<file path="src/rtl/seg7_pkg.sv">
// Shared glyph table and polarity helpers for the 7-segment scan driver.
// Glyphs are stored active-high in gfedcba order; polarity is applied at the pins.
package seg7_pkg;

    localparam logic [6:0] GLYPH [16] = '{
        7'h3F, 7'h06, 7'h5B, 7'h4F, 7'h66, 7'h6D, 7'h7D, 7'h07,
        7'h7F, 7'h6F, 7'h77, 7'h7C, 7'h39, 7'h5E, 7'h79, 7'h71
    };

    function automatic logic [6:0] seg7_polar(input logic [6:0] glyph, input logic actLow);
        return actLow ? ~glyph : glyph;
    endfunction

    function automatic logic [6:0] SEG_OFF(input logic actLow);
        return seg7_polar(7'h00, actLow);
    endfunction

    function automatic logic [6:0] SEG_ON(input logic actLow);
        return seg7_polar(7'h7F, actLow);
    endfunction

endpackage

</file>
<file path="src/rtl/seg7_glyph.sv">
// Combinational hex nibble to active-high gfedcba glyph lookup.
module seg7_glyph
    import seg7_pkg::*;
(
    input  logic [3:0] iNibble,
    output logic [6:0] oGlyph
);

    assign oGlyph = GLYPH[iNibble];

endmodule

</file>
<file path="src/rtl/seg7_scan_driver.sv">
// Time-multiplexed 7-segment bank driver: slot/digit/frame counters, frame-synchronous
// shadow capture, leading-zero blanking, blink, PWM brightness and registered pins.
module seg7_scan_driver #(
    parameter int DIGITS      = 4,
    parameter int PRESCALE_W  = 10,
    parameter int BRIGHT_W    = 3,
    parameter int BLINK_W     = 5,
    parameter bit SEG_ACT_LOW = 1'b1,
    parameter bit AN_ACT_LOW  = 1'b1
) (
    input  logic                  iCLK,
    input  logic                  iRST_N,
    input  logic                  iEN,
    input  logic [4*DIGITS-1:0]   iVALUE,
    input  logic [DIGITS-1:0]     iDP,
    input  logic [DIGITS-1:0]     iBLINK,
    input  logic                  iLZB,
    input  logic [BRIGHT_W-1:0]   iBRIGHT,
    output logic [6:0]            oSEG,
    output logic                  oDP,
    output logic [DIGITS-1:0]     oAN,
    output logic                  oFRAME
);
    import seg7_pkg::*;

    localparam int                    DIG_W    = $clog2(DIGITS);
    localparam logic [DIG_W-1:0]      DIG_LAST = DIG_W'(DIGITS - 1);
    localparam logic [PRESCALE_W-1:0] PRE_LAST = '1;
    localparam logic [6:0]            SEG_DARK = SEG_OFF(SEG_ACT_LOW);
    localparam logic                  DP_DARK  = SEG_ACT_LOW;
    localparam logic [DIGITS-1:0]     AN_DARK  = AN_ACT_LOW ? '1 : '0;

    logic [PRESCALE_W-1:0] preCnt;
    logic [DIG_W-1:0]      digIdx;
    logic [BLINK_W-1:0]    frmCnt;
    logic [4*DIGITS-1:0]   shValue;
    logic [DIGITS-1:0]     shDp;
    logic [DIGITS-1:0]     shBlink;
    logic                  shLzb;

    logic [DIGITS-1:0]     anReg;
    logic [6:0]            segReg;
    logic                  dpReg;
    logic                  frameReg;

    logic preWrap;
    logic digWrap;
    assign preWrap = (preCnt == PRE_LAST);
    assign digWrap = preWrap && (digIdx == DIG_LAST);

    // Counters and shadows; shadows only move at the frame boundary so a frame never tears.
    always_ff @(posedge iCLK or negedge iRST_N) begin
        if (!iRST_N) begin
            preCnt   <= '0;
            digIdx   <= '0;
            frmCnt   <= '0;
            shValue  <= '0;
            shDp     <= '0;
            shBlink  <= '0;
            shLzb    <= 1'b0;
            frameReg <= 1'b0;
        end else begin
            preCnt   <= preCnt + 1'b1;
            frameReg <= digWrap;
            if (preWrap) begin
                digIdx <= digWrap ? '0 : digIdx + 1'b1;
            end
            if (digWrap) begin
                frmCnt  <= frmCnt + 1'b1;
                shValue <= iVALUE;
                shDp    <= iDP;
                shBlink <= iBLINK;
                shLzb   <= iLZB;
            end
        end
    end

    // keepBlank[d]: digit d and every digit above it are blankable leading zeros.
    logic [DIGITS:0] keepBlank;
    assign keepBlank[DIGITS] = shLzb;
    assign keepBlank[0]      = 1'b0;

    genvar gi;
    generate
        for (gi = 1; gi < DIGITS; gi++) begin : g_lzb
            assign keepBlank[gi] = keepBlank[gi+1] && (shValue[4*gi +: 4] == 4'h0) && !shDp[gi];
        end
    endgenerate

    logic [3:0] curNibble;
    logic [6:0] curGlyph;
    assign curNibble = shValue[4*int'(digIdx) +: 4];

    seg7_glyph u_glyph (
        .iNibble (curNibble),
        .oGlyph  (curGlyph)
    );

    logic              slotOn;
    logic [DIGITS-1:0] oneHot;
    logic [DIGITS-1:0] anNext;
    logic [6:0]        segNext;
    logic              dpNext;

    always_comb begin
        oneHot  = {{(DIGITS-1){1'b0}}, 1'b1} << digIdx;
        slotOn  = iEN
               && (preCnt != '0)
               && (preCnt[PRESCALE_W-1 -: BRIGHT_W] <= iBRIGHT)
               && !(shBlink[digIdx] && frmCnt[BLINK_W-1])
               && !keepBlank[digIdx];
        anNext  = AN_DARK;
        segNext = SEG_DARK;
        dpNext  = DP_DARK;
        if (slotOn) begin
            anNext  = AN_ACT_LOW ? ~oneHot : oneHot;
            segNext = seg7_polar(curGlyph, SEG_ACT_LOW);
            dpNext  = shDp[digIdx] ^ SEG_ACT_LOW;
        end
    end

    always_ff @(posedge iCLK or negedge iRST_N) begin
        if (!iRST_N) begin
            anReg  <= AN_DARK;
            segReg <= SEG_DARK;
            dpReg  <= DP_DARK;
        end else begin
            anReg  <= anNext;
            segReg <= segNext;
            dpReg  <= dpNext;
        end
    end

    assign oAN    = anReg;
    assign oSEG   = segReg;
    assign oDP    = dpReg;
    assign oFRAME = frameReg;

endmodule
</file>
<file path="config.mk">
export PLATFORM = sky130hd
export DESIGN_NAME = seg7_scan_driver
export DESIGN_NICKNAME = d
export VERILOG_FILES = /design/src/rtl/seg7_pkg.sv /design/src/rtl/seg7_glyph.sv /design/src/rtl/seg7_scan_driver.sv
export SDC_FILE = /design/constraint.sdc
export NUM_CORES = 1
export LEC_CHECK = 0
export CORE_ASPECT_RATIO = 1.5
export CORE_MARGIN = 10
export CORE_UTILIZATION = 55
export CTS_CLUSTER_SIZE = 16
export DETAILED_ROUTE_END_ITERATION = 16
export DONT_BUFFER_PORTS = 1
export PLACE_DENSITY = 0.8
export SLEW_MARGIN = 25
export SYNTH_ARGS = -nofsm -noshare
export SYNTH_HDL_FRONTEND = slang
export SYNTH_SLANG_ARGS = --single-unit
</file>
<file path="constraint.sdc">
create_clock -name iCLK -period 1.92 [get_ports iCLK]
set_input_delay 0.192 -clock iCLK [delete_from_list [all_inputs] [get_ports iCLK]]
set_output_delay 0.192 -clock iCLK [all_outputs]
set_load 0.02 [all_outputs]
</file>
Word-level counts from Yosys, hierarchy flattened
Memory sizes are Yosys's and may differ from the RTL's.
Index checks and enable logic that the tools add are counted.
- bits in registers: 55
- memory bits (read-only): 112
- output and inout bits: 13
- memories kept: 1
- add/subtract/negate cells: 3
- order comparisons: 4
- equality and inequality tests: 2
- shifts and indexed selects: 2
- muxes and demuxes: 12
- bitwise logic cells: 4
- reduce and logical (&&, ||, !) cells: 21
- memory list (name ; depth ; bits a word ; read ports ; clocked after Yosys merged registers in ; write ports ; line ; RTL):
    (name not given) ; 16 ; 7 ; 1 ; 0 ; 0 ; seg7_glyph.sv:9 ; assign oGlyph = GLYPH[iNibble];
- operator list (operator ; count):
    $mux W7 ; 3
    $shiftx A16 B5 Y4 ; 1
    $logic_and A1 B1 Y1 ; 12
    $logic_not A4 Y1 ; 3
    $add A10 B1 Y10 const B ; 1
    $eq A10 B10 Y1 const B ; 1
    $reduce_bool A10 Y1 ; 1
    $not A7 Y7 ; 1
    $bmux W1 S2 ; 3
    $add A5 B1 Y5 const B ; 1
    $ge A5 B5 Y1 const B ; 1
    $logic_not A1 Y1 ; 5
    $not A4 Y5 ; 1
    $lt A2 B4 Y1 const B ; 1
    $mux W1 ; 4
    $mux W4 ; 1
    $not A4 Y4 ; 1
    $shl A1 B2 Y4 const A ; 1
    $le A3 B3 Y1 ; 1
    $lt A2 B3 Y1 const B ; 1
    $add A2 B1 Y2 const B ; 1
    $eq A2 B2 Y1 const B ; 1
    $mux W2 ; 1
    $not A1 Y1 ; 1

Logic depth before layout (Yosys ltp)
- depth in word-level cells: 12
- depth in mapped cells: 9
- depth with buffers taken out: 7

Cells and area by module
From an unflattened synthesis, not the netlist that was laid out.
- cell total of the unflattened synthesis: 215
- area total of the unflattened synthesis: 2820.2 µm²
- by module, submodules not included (module ; times used ; cells each ; area an instance (µm²)):
    seg7_scan_driver ; 1 ; 182 ; 2532.4
    seg7_glyph ; 1 ; 33 ; 287.8

Worst setup path before layout
Ideal clock, no wire load.
- path type: register to register
- from: reg digIdx[1]
- to: reg segReg[0] (netlist: oSEG[0])
- arrival: 1.926 ns
- slack: -0.111 ns
- cell stages (with the launch flop): 9
- path buffers: 2
- period minus slack after synthesis: 2.031 ns
- cell sequence: dfrtp_1 -> buf_2 -> buf_4 -> mux4_2 -> inv_1 -> ha_1 -> nand4b_1 -> o41ai_1 -> o41ai_1
- longest elaborated chain between the ends: 7
- elaborated cells between the ends (all ways): 16
- those cells by class: 1 x shift; 7 x mux; 2 x bitwise; 5 x reduce/logical; 1 x memory
- ends and longest elaborated chain (item ; line ; RTL):
    start: declaration ; seg7_scan_driver.sv:34 ; logic [DIG_W-1:0] digIdx;
    start signal: assignment ; seg7_scan_driver.sv:66 ; digIdx <= digWrap ? '0 : digIdx + 1'b1;
    $shiftx A16 B5 Y4 / $bmux W1 S2 (equally long branches) ; seg7_scan_driver.sv:92, seg7_scan_driver.sv:110 ;
    $not A4 Y5 (implied by the code) / $mux W1 (equally long branches) ; seg7_glyph.sv:9, seg7_scan_driver.sv:110 ;
    $mem_v2 Z16 W7 / $logic_and A1 B1 Y1 (equally long branches) ; -- ;
    $mux W7 (implied by the code) / $logic_not A1 Y1 (equally long branches) ; seg7_glyph.sv:9, seg7_scan_driver.sv:110 ;
    $mux W7 (implied by the code) / $logic_and A1 B1 Y1 (equally long branches) ; seg7_glyph.sv:9, seg7_scan_driver.sv:110 ;
    $not A7 Y7 / $logic_and A1 B1 Y1 (equally long branches) ; seg7_pkg.sv:11, seg7_scan_driver.sv:111 ;
    $mux W7 (*) ; seg7_scan_driver.sv:115 ; if (slotOn) begin
    via segNext[0] ; seg7_scan_driver.sv:102 ; logic [6:0] segNext;
    end signal: assignment ; seg7_scan_driver.sv:129 ; segReg <= segNext;
    end: declaration ; seg7_scan_driver.sv:42 ; logic [6:0] segReg;
The timed path passes the listed nets; every way through them passes the cells marked *. The select of a mux whose other input is x is not followed.
A chain may end at the register's enable or synchronous reset.

Worst setup path after layout
- from: reg digIdx[0]
- to: reg segReg[6] (netlist: oSEG[6])
The elaborated chain is that of the path after synthesis.

==> summary.txt <==
Synthesis
  – Yosys warning total: 0
  – Seq cells post-synth: 55
  – Top cell type's share of synthesized area: 38.57%
  – Mean Syn Cell Area: 12.18 µm²
  – Most common cell in the netlist: dfrtp_1
  – Seq/Total Area, Yosys: 49.87%
  – Post-Syn Area: 2790 µm²
  – Area contributors post-synth: dfrtp_1 39%, dfstp_2 11%, mux2_2 10%
  – Proportion of synthesized flip-flops having asynchronous set or reset: 100.0%
  – Cell accounting for the most synthesized area: dfrtp_1
  – Netlist cell types: 43
  – Syn_nets: 275
  – Top cells by count, synth: 43 x dfrtp_1, 26 x mux2_2, 23 x nand2_1
  – Ys flop type: dfrtp_1
  – EDFF count, synth: 0
  – Cell count after synthesis: 229

GRT
  – Global-route wire length before repair: 9.142 mm
  – Total GRT Usage: between 10% and 20%
  – Pin count of the biggest net entering global routing: 56
  – Congestion Overflow GR: 0
  – Vias in the first global route: roughly 1.9k
  – Initial antenna violation count: 0

Clocking
  – Root buf cell: clkbuf_8
  – CTS tree: done
  – Clk sinks: 55
  – # H-tree levels: 2
  – Clk_lat worst skew: 0.31 ns
  – Num CTS Buffers: 5
  – CTS clk-pin slew, worst paths: 0.09 ns
  – CTS max path bufs: 2

Die
  – # rows: 31
  – Core ar.: 4887 µm²
  – Die height: 107.2 µm
  – Die width: 78.16 µm
  – Die area: 8381 µm²
  – Initial Utilization: 57.09%
  – Io pins: 44

Finish
  – Design area: ~3200 µm²
  – Share of layout cells above drive strength 1: 32.00%
  – Nets: 295
  – Fill count: 413
  – Diode count: 0
  – Final Instance Count excl. Fillers: 316
  – Area Growth Syn to Fin: 13.09%

Worst setup path
  – Critical path type: reg2reg
  – Critical Path AT: about 2.1 ns
  – CP max stage delay: roughly 0.6 ns
  – RR Startpoint: digIdx[0]
  – Setup crit start kind: register
  – R2R depth: 7
  – CP required: 2.16 ns
  – CP cell instances: mux4_2, buf_6, ha_1, nand2_2, o21ai_1, a22oi_1, nand2_1
  – FF-to-FF End: oSEG[6]
  – Crit end category: register
  – Reg2reg setup slack: 0.05 ns
  – Crit path max fanout: 4
  – CP max stage cell: mux4_2

Worst hold path
  – Worst hold start: iDP[1]
  – Min-Delay Path Class: in2reg
  – WHS Endpoint: shDp[1]
  – Hold-critical path depth: 2

Timing
  – TNS Setup: 0 ns
  – Tmin final: approximately 1.9 ns
  – Final hold vios: 0
  – Final setup fails: 0
  – Clock Skew: approximately 0.0094 ns
  – Final period utilization: a little over nine tenths
  – Slew Viols, Final: 0
  – Worst rel slew slack: roughly 75%
  – Fmax: 534.7 MHz
  – RSZ-0062 raised after global routing: true
  – Tightest Pin Transition: 0.3766 ns

Placement
  – Placed insts: 300
  – # port buffers: 0
  – Placed Area: a little under 3000 µm²
  – Dpl hpwl: 3.980 mm
  – GP Congestion: 0.7940

Power
  – Internal power: 1.717 mW
  – Combinational power share: 2.5%
  – Leakage power: 1.428 nW
  – Sw Ratio: 19.54%
  – Tot Pwr: 2.134 mW
  – Sequential power share: between 50% and 60%
  – Psw: 417.0 µW
  – Power per cell area: 676.4 nW/µm²
  – Clock power share: 41.6%
  – Maximum VDD drop: 420.5 µV

Run
  – Maxcap violations: 0

Run status
  – Status: completed

Drt
  – Final ANT Viol Nets: 0
  – Drt wl/cell: 16.99 µm
  – Initial drt markers: about 130
  – Post-Route WL: 5.369 mm
  – Vias: 1,793
  – Post-route DRC: 0
  – First-pass iteration count of the detailed router: 4
  – Vias per cell: 5.674
## worst max path at each step
stage                         end  slack (ns)      start
after floorplan           oSEG[0]        0.01  digIdx[0]
after global placement    oSEG[0]        0.07  digIdx[0]
after detailed placement  oSEG[0]      -0.004  digIdx[0]
after CTS                 oSEG[0]        0.02  digIdx[0]
after global routing      oSEG[5]       -0.04  digIdx[0]
final                     oSEG[6]        0.05  digIdx[0]
## power by group through the flow
| stage | Clock [mW] | Combinational [mW] | Sequential (mW) |
|---|---|---|---|
| 6_report | 0.888 | 0.0542 | 1.19 |
| 5_1_grt | 0.963 | 0.0628 | 1.19 |
| 4_1_cts | 0.910 | 0.0566 | 1.19 |
| 3_5_place_dp | 0 | 0.0254 | 1.22 |
| 3_3_place_gp | 0 | 0.0240 | 1.22 |
| 2_1_floorplan | 0 | 0.0181 | 1.21 |
## kinds of logic (layout without fill, tap and decap cells)
logic type	Yosys count	count (layout)	synth area share, %
buf+inv	21	42	5.022
mux	36	36	16.32
simple gates	65	65	12.15
fa+ha+maj	15	15	6.726
flops	55	55	49.87
xor+xnor	12	12	3.767
compound gates	25	25	6.144
## layout by cell type, fill, tap and decap left out, types with 5 or more instances in the layout
master / Yosys / routed
ha_1: 15 / 13
clkbuf_8: 0 / 5
nand3_1: 11 / 11
xnor2_1: 8 / 8
mux2_2: 26 / 26
nand2_1: 23 / 22
mux4_2: 5 / 5
dfrtp_1: 43 / 42
buf_4: 1 / 17
dfstp_2: 12 / 12
inv_1: 11 / 9
o21ai_1: 1 / 5
mux2i_1: 5 / 5
nor2_1: 5 / 5
## registers in the layout, indices dropped and copies added, names as in the netlist
signal,count
shValue,16
preCnt,10
oSEG,7
frmCnt,5
oAN,4
shBlink,4
shDp,4
digIdx,2
oDP,1
oFRAME,1
shLzb,1
## cell type report
cell class	count	area (µm²)	area share [%]
multi-input cells	153	1276	40.44
well taps	66	82.58	2.617
repair buffers	23	227.7	7.216
flip-flops and latches	55	1393	44.13
clock buffers	6	72.57	2.300
clock inverters	2	60.06	1.903
inverters	11	43.79	1.388
## worst max-delay path, delay by kind of cell (launching register included)
family	cells	cell delay, ns
and+or+nand+nor	2	0.16
adders and majority gates	1	0.21
DFF	1	0.43
muxes	1	0.60
buffers and inverters	1	0.15
AOI/OAI and AO/OA	2	0.24
## routing by layer
metal	wire length, µm	track usage [%]	up-vias
met5	0	0	-
met4	73	4.884	0
met3	328	4.599	6
met2	2721	22.41	43
met1	2245	15.38	892
li1	-	-	852
## through the flow
step | utilization [%] | worst slack (ns) | hold WS [ns]
6_report | 64.57 | 0.04973 | 0.009418
5_1_grt | 64.57 | -0.03730 | 0.003757
4_1_cts | 63.34 | 0.01974 | 0.0009494
3_5_place_dp | 59.83 | -0.004405 | -0.1017
3_3_place_gp | 59.83 | 0.07160 | -0.1017
2_1_floorplan | - | 0.009701 | -0.1036
## timing repair
| action | 4_1_cts | 5_1_grt |
|---|---|---|
| endpoints found under the setup margin | 1 | 6 |
| setup buffers | 0 | 6 |
| hold buffers | 2 | 0 |
| endpoints found under the hold margin | 55 | 0 |
| resized for setup | 1 | 10 |
| pin swaps | 0 | 3 |
Note: power is estimated with default switching activity, not from simulation.
